<file path="config.mk">
export PLATFORM = sky130hd
export DESIGN_NAME = if_id_pipeline_register
export DESIGN_NICKNAME = d
export VERILOG_FILES = /design/src/rtl/sparc_pipe_pkg.sv /design/src/rtl/pipe_field_reg.sv /design/src/rtl/if_id_pipeline_register.sv
export SDC_FILE = /design/constraint.sdc
export NUM_CORES = 1
export LEC_CHECK = 0
export BUFFER_PORTS_ARGS = -buffer_cell sky130_fd_sc_hd__buf_2
export CAP_MARGIN = 20
export CORE_AREA = 5 5 89 133
export CTS_CLUSTER_SIZE = 25
export DETAILED_ROUTE_END_ITERATION = 10
export DIE_AREA = 0 0 94 138
export PLACE_DENSITY_LB_ADDON = 0.3
export SYNTH_ARGS = -nofsm -noshare
export SYNTH_HDL_FRONTEND = slang
export SYNTH_SLANG_ARGS = --single-unit
</file>
<file path="constraint.sdc">
create_clock -name clk -period 2.9 [get_ports clk]
set_input_delay 0.58 -clock clk [delete_from_list [all_inputs] [get_ports clk]]
set_output_delay 0.58 -clock clk [all_outputs]
set_load 0.01 [all_outputs]
</file>
<file path="src/rtl/sparc_pipe_pkg.sv">
// Shared constants and types for the SPARC IF/ID pipeline slice.
// The NOP word is injected on reset and on annul/flush. The reset PC/nPC pair
// is the architectural start point. The slot-state enum is what hazard and
// branch logic observe on ID_state.
package sparc_pipe_pkg;

  // sethi 0, %g0 : canonical SPARC NOP
  localparam logic [31:0] SPARC_NOP = 32'h0100_0000;

  localparam logic [31:0] RESET_PC  = 32'h0000_0000;
  localparam logic [31:0] RESET_NPC = 32'h0000_0004;

  // Slot occupancy. Encoding 3 is unused and recovers to EMPTY.
  typedef enum logic [1:0] {
    EMPTY = 2'd0,
    LIVE  = 2'd1,
    HELD  = 2'd2
  } id_state_t;

  // True for the states in which the slot carries a real instruction.
  function automatic logic state_is_live(input id_state_t s);
    return (s == LIVE) || (s == HELD);
  endfunction

endpackage

</file>
<file path="src/rtl/pipe_field_reg.sv">
// Single pipeline field register.
// Priority on each edge: async reset value > synchronous clear value > hold > load.
module pipe_field_reg #(
  parameter int           W       = 32,
  parameter logic [W-1:0] RST_VAL = '0,
  parameter logic [W-1:0] CLR_VAL = '0
) (
  input  logic         clk,
  input  logic         rst,
  input  logic         clr,
  input  logic         hold,
  input  logic [W-1:0] d,
  output logic [W-1:0] q
);

  // Field storage: reset, clear to a fixed word, freeze, or capture d.
  always_ff @(posedge clk or posedge rst) begin
    if (rst)        q <= RST_VAL;
    else if (clr)   q <= CLR_VAL;
    else if (!hold) q <= d;
  end

endmodule

</file>
<file path="src/rtl/if_id_pipeline_register.sv">
// IF/ID pipeline register for the SPARC datapath.
// It captures PC, nPC and the instruction each clock. It holds them while ID_stall
// is high. When annul_flush is high it squashes the slot to NOP and still passes
// the PC/nPC through, so trap and debug logic keep the PC.
// An occupancy FSM (EMPTY/LIVE/HELD) drives ID_state, and ID_valid follows it.
// Optional macro IF_ID_PERF_EN adds saturating 16-bit squash and stall counters.
module if_id_pipeline_register
  import sparc_pipe_pkg::*;
#(
  parameter int            DW       = 32,
  parameter int            AW       = 32,
  parameter logic [DW-1:0] NOP_WORD = DW'(SPARC_NOP)
) (
  input  logic          clk,
  input  logic          system_reset,
  input  logic [AW-1:0] IF_pc,
  input  logic [AW-1:0] IF_npc,
  input  logic [DW-1:0] IF_instr,
  input  logic          IF_valid,
  input  logic          ID_stall,
  input  logic          annul_flush,
  output logic [AW-1:0] ID_pc,
  output logic [AW-1:0] ID_npc,
  output logic [DW-1:0] ID_instr,
  output logic          ID_valid,
  output logic [1:0]    ID_state
`ifdef IF_ID_PERF_EN
  ,
  output logic [15:0]   perf_squash_cnt,
  output logic [15:0]   perf_stall_cnt
`endif
);

  id_state_t state;

  // A flush must override a stall. PC/nPC therefore see "hold" only when a stall
  // is not cancelled by a flush. The instruction field gets the same effect
  // through its clear input.
  logic addr_hold;
  assign addr_hold = ID_stall && !annul_flush;

  pipe_field_reg #(
    .W       (AW),
    .RST_VAL (AW'(RESET_PC)),
    .CLR_VAL ('0)
  ) u_pc (
    .clk  (clk),
    .rst  (system_reset),
    .clr  (1'b0),
    .hold (addr_hold),
    .d    (IF_pc),
    .q    (ID_pc)
  );

  pipe_field_reg #(
    .W       (AW),
    .RST_VAL (AW'(RESET_NPC)),
    .CLR_VAL ('0)
  ) u_npc (
    .clk  (clk),
    .rst  (system_reset),
    .clr  (1'b0),
    .hold (addr_hold),
    .d    (IF_npc),
    .q    (ID_npc)
  );

  pipe_field_reg #(
    .W       (DW),
    .RST_VAL (NOP_WORD),
    .CLR_VAL (NOP_WORD)
  ) u_instr (
    .clk  (clk),
    .rst  (system_reset),
    .clr  (annul_flush),
    .hold (ID_stall),
    .d    (IF_instr),
    .q    (ID_instr)
  );

  // Occupancy FSM. ID_valid is registered alongside the state so that it always
  // equals "state is LIVE or HELD".
  always_ff @(posedge clk or posedge system_reset) begin
    if (system_reset) begin
      state    <= EMPTY;
      ID_valid <= 1'b0;
    end else if (annul_flush) begin
      state    <= EMPTY;
      ID_valid <= 1'b0;
    end else begin
      case (state)
        EMPTY: begin
          if (!ID_stall) begin
            state    <= IF_valid ? LIVE : EMPTY;
            ID_valid <= IF_valid;
          end
        end
        LIVE, HELD: begin
          if (ID_stall) begin
            state    <= HELD;
            ID_valid <= 1'b1;
          end else begin
            state    <= IF_valid ? LIVE : EMPTY;
            ID_valid <= IF_valid;
          end
        end
        default: begin
          state    <= EMPTY;
          ID_valid <= 1'b0;
        end
      endcase
    end
  end

  assign ID_state = state;

`ifdef IF_ID_PERF_EN
  logic squash_sat;
  logic stall_sat;
  assign squash_sat = (perf_squash_cnt == 16'hFFFF);
  assign stall_sat  = (perf_stall_cnt  == 16'hFFFF);

  // Saturating event counters. A stall that a flush cancels counts only as a squash.
  always_ff @(posedge clk or posedge system_reset) begin
    if (system_reset) begin
      perf_squash_cnt <= 16'h0000;
      perf_stall_cnt  <= 16'h0000;
    end else begin
      if (annul_flush && !squash_sat)
        perf_squash_cnt <= perf_squash_cnt + 16'd1;
      if (addr_hold && !stall_sat)
        perf_stall_cnt <= perf_stall_cnt + 16'd1;
    end
  end
`endif

endmodule

</file>
==> Implementation_results.wiki <==
{| class="wikitable"
! Metric !! Value
|-
| Clock skew after layout || 0.000867 ns
|-
| Relative contribution of sequential cells to total power || 48.3%
|-
| Predominant post-synthesis flop cell || dfrtp_1
|-
| Clock network latency to the later pin of the worst-skew pair || 0.33 ns
|-
| Total global routing track utilization || 14.8%
|-
| Initial cell density of the core || 37.4%
|-
| Pwr/cell area || 600 mW/mm^2
|-
| Least-Margin Pin Slew || 0.688 ns
|-
| Leakage || 3.09 nW
|-
| Number of global-route vias before repair || 3171
|-
| Slew Limit Fails || 0
|-
| Largest voltage drop on the vdd net || 0.279 mV
|-
| Clock transition at the registers of the reported paths || 0.06 ns
|-
| Total of buffers placed on input and output ports || 199
|-
| Count of flip-flops with a built-in enable after synthesis || 0
|-
| Maximum number of pins on one net before global-route repair || 67
|-
| Cts bufs inserted || 9
|-
| Post-layout net count || 689
|-
| Cells traversed along the worst timing path || buf_2
|-
| Element type at the critical path start || flop
|-
| Number of cells in the design after placement || 719
|-
| Gate power share || 13.7%
|-
| Worst path buffer plus inverter count || 1
|-
| WL/cell || 13.4 microns
|-
| DRC violations left || 0
|-
| Total met2 wirelength after detailed routing || 5.08 mm
|-
| Most common cell in the synthesized netlist || nand2_1
|-
| Average vias per placed instance || 4.36
|-
| Crit path max-delay family || flip-flops
|-
| Hold-fix buffer count after cts || 0
|-
| Core Box Area || 0.0105 sq mm
|-
| Internal power component || 2.42 mW
|-
| Cell types with the largest area share after synthesis || dfrtp_1, nand2_1, mux2i_1, nor2_1, buf_4
|-
| Setup_tns || 0 ns
|-
| Detailed-routing iteration count for the pre-antenna-repair pass || 4
|-
| TritonCTS clock tree || built
|-
| Number of instances in the synthesized netlist || 393
|-
| Switching fraction of total power || 24.0%
|-
| Total detailed-routing wirelength || 9.84 mm
|-
| Critical path arrival || 0.99 ns
|-
| Net count after synthesis || 496
|-
| Die X || 94 microns
|-
| Cell at the root of the clock tree || clkbuf_16
|-
| Async set-reset flop share out of synthesis || 100%
|-
| CTS-repair resized insts || 0
|-
| Post-route antenna net violation count || 0
|-
| Compound-cell area share of the yosys netlist || 0.606%
|-
| Number of clock sinks || 99
|-
| Number of levels in the clock H-tree || 3
|-
| Initial antenna violation count || 0
|-
| Share of the synthesized area in the top cell type || 61.9%
|-
| Clock network fraction of design power || 38.0%
|-
| Overall die area || 0.0130 sq mm
|-
| Std-Cell Rows || 46
|-
| Cell with the largest stage delay on the worst path || dfstp_2
|-
| Post-synthesis cell type with the largest combined area || dfrtp_1
|-
| Main combinational cell family by area after synthesis || simple AND/OR/NAND/NOR gates
|-
| Critical path capture point type || output port
|-
| Die Span Y || 138 microns
|-
| Leading cell types by count after synthesis || nand2_1, dfrtp_1, mux2i_1, nor2_1, buf_4
|-
| DP HPWL || 7.32 mm
|-
| Post-synthesis simple-gate area fraction || 22.8%
|-
| Total of warnings raised by yosys || 0
|-
| Vias || 3197
|-
| Net Sw Power || 0.765 mW
|-
| Number of hold violations in the final report || 0
|-
| Count of antenna diodes in the layout || 0
|-
| Number of distinct library cells after synthesis || 20
|-
| Depth of the worst register-to-register path || 5
|-
| Top routing layer in use || met4
|-
| Minimum clock period || 1.57 ns
|-
| Result of the run || completed
|-
| Total of max-cap violations || 0
|-
| Crit path max fanout || 2
|-
| Post-route clock period utilization || 54.1%
|-
| Total global routing overflow || 0
|-
| Synthesized-area fraction occupied by xor and xnor cells || 0%
|-
| Highest attainable clock frequency || 637 MHz
|-
| Mapped cell area || 0.00392 sq mm
|-
| Adder-cell share of the synthesized area || 0.638%
|-
| Depth of the critical timing path with buffers and inverters included || 1
|-
| RSZ-0062 raised after global routing || no
|-
| Final setup viols || 0
|-
| Count of state elements after synthesis || 99
|-
| Routed wire length on met3 || 684 microns
|-
| Initial DRC count || 72
|-
| Fraction of synthesized area in multiplexers || 8.17%
|-
| Setup CP Type || reg2out
|-
| First-pass GRT wire length || 15.3 mm
|-
| Finished Layout Cells || 733
|-
| Clk buf depth || 2
|-
| Class of the tightest hold or removal check || in2async
|-
| Layout area overhead || 35.2%
|-
| Number of ports placed on the die boundary || 200
|-
| Syn Area/Cell || 9.98 sq um
|-
| Routed metal-1 wirelength || 3.87 mm
|-
| Worst stage delay on the critical path || 0.53 ns
|-
| Fraction of layout cells with a size suffix above 1 || 37.5%
|-
| Required time at the worst-slack endpoint || 2.32 ns
|-
| Final RePlAce weighted congestion || 0.750
|-
| Proportion of synthesized chip area in sequential cells || 63.2%
|-
| Max-slew headroom at the worst pin || 54.1%
|-
| Buffers inserted during post-CTS setup optimization || 0
|}
==> layout by cell type (no fill, tap or decap) <==
master	synthesis	routed
nor4b_1	1	1
clkbuf_1	3	2
nor2_1	32	32
buf_2	4	199
inv_1	3	2
nor2b_4	0	1
clkbuf_16	0	9
mux2i_1	32	32
ha_1	2	2
nand2b_4	1	1
nor3b_1	1	1
a211o_1	1	1
nand3_1	1	1
dfstp_2	2	2
nand2_1	193	193
a21oi_1	1	1
dfrtp_1	97	97
nor2b_1	1	1
buf_12	0	2
o21ai_0	2	2
clkinvlp_4	0	1
bufinv_16	0	2
clkinv_2	0	1
buf_4	9	3
==> through the flow <==
step           power, mW  area [sq um]  util, %  hold slack (ns)  setup WS (ns)
5_1_grt             3.34          5300     50.6            0.381           1.22
6_report            3.18          5300     50.6            0.331           1.33
2_1_floorplan       1.79          3930        -            0.460           1.15
4_1_cts             3.23          5300     50.6            0.354           1.31
3_5_place_dp        2.01          5000     47.8            0.450          0.997
3_3_place_gp        1.99          5000     47.8            0.444           1.05
==> flip-flops by register name (all words and copies together), names as in the netlist <==
name and cells:
u_pc.q 32, ID_valid 1, u_npc.q 32, u_instr.q 32, ID_state 2
==> metal layers <==
layer | vias to the layer above | global-route usage, %
met5 | - | 0
met4 | 0 | 6.85
met3 | 14 | 3.09
met2 | 127 | 25.6
met1 | 1467 | 17.1
li1 | 1589 | -
==> area by class of cell <==
| class | instances | area (sq um) |
|---|---|---|
| flip-flops and latches | 99 | 2480 |
| clock buffers | 11 | 233 |
| repair buffers | 204 | 1060 |
| clock inverters | 3 | 65.1 |
| inverters | 3 | 15.0 |
| fillers | 1055 | 5170 |
| multi-input cells | 269 | 1270 |
| well taps | 144 | 180 |
==> path summary, 6_finish.rpt <==
| kind | startpoint | end | slack, ns |
|---|---|---|---|
| worst max-delay path | u_npc.q[2]$_DFFE_PP1N_ | ID_npc[2] | 1.33 |
| worst min-delay path | system_reset | u_npc.q[24]$_DFFE_PP0N_ | 0.33 |
| worst max register to register | ID_state[0]$_DFFE_PP0P_ | ID_valid$_DFFE_PP0P_ | 1.61 |
| worst min register to register | u_pc.q[1]$_DFFE_PP0N_ | u_pc.q[1]$_DFFE_PP0N_ | 0.46 |
| max in group asynchronous | system_reset | u_npc.q[2]$_DFFE_PP1N_ | 2.17 |
| min in group clk | IF_pc[27] | u_pc.q[27]$_DFFE_PP0N_ | 0.44 |
==> power groups by stage <==
stage	Combinational [mW]	Clock [mW]	Sequential, mW
2_1_floorplan	0.184	0	1.61
3_3_place_gp	0.435	0	1.56
3_5_place_dp	0.447	0	1.56
4_1_cts	0.447	1.25	1.54
5_1_grt	0.483	1.31	1.55
6_report	0.435	1.21	1.54
==> cells by family (layout without fill, tap and decap cells) <==
| kind of cell | count (synthesis) | in the layout |
|---|---|---|
| fa+ha+maj | 2 | 2 |
| compound gates | 4 | 4 |
| simple gates | 231 | 231 |
| flops | 99 | 99 |
| mux | 32 | 32 |
| buf+inv | 25 | 221 |
No activity file was read; power rests on OpenSTA's default activity.
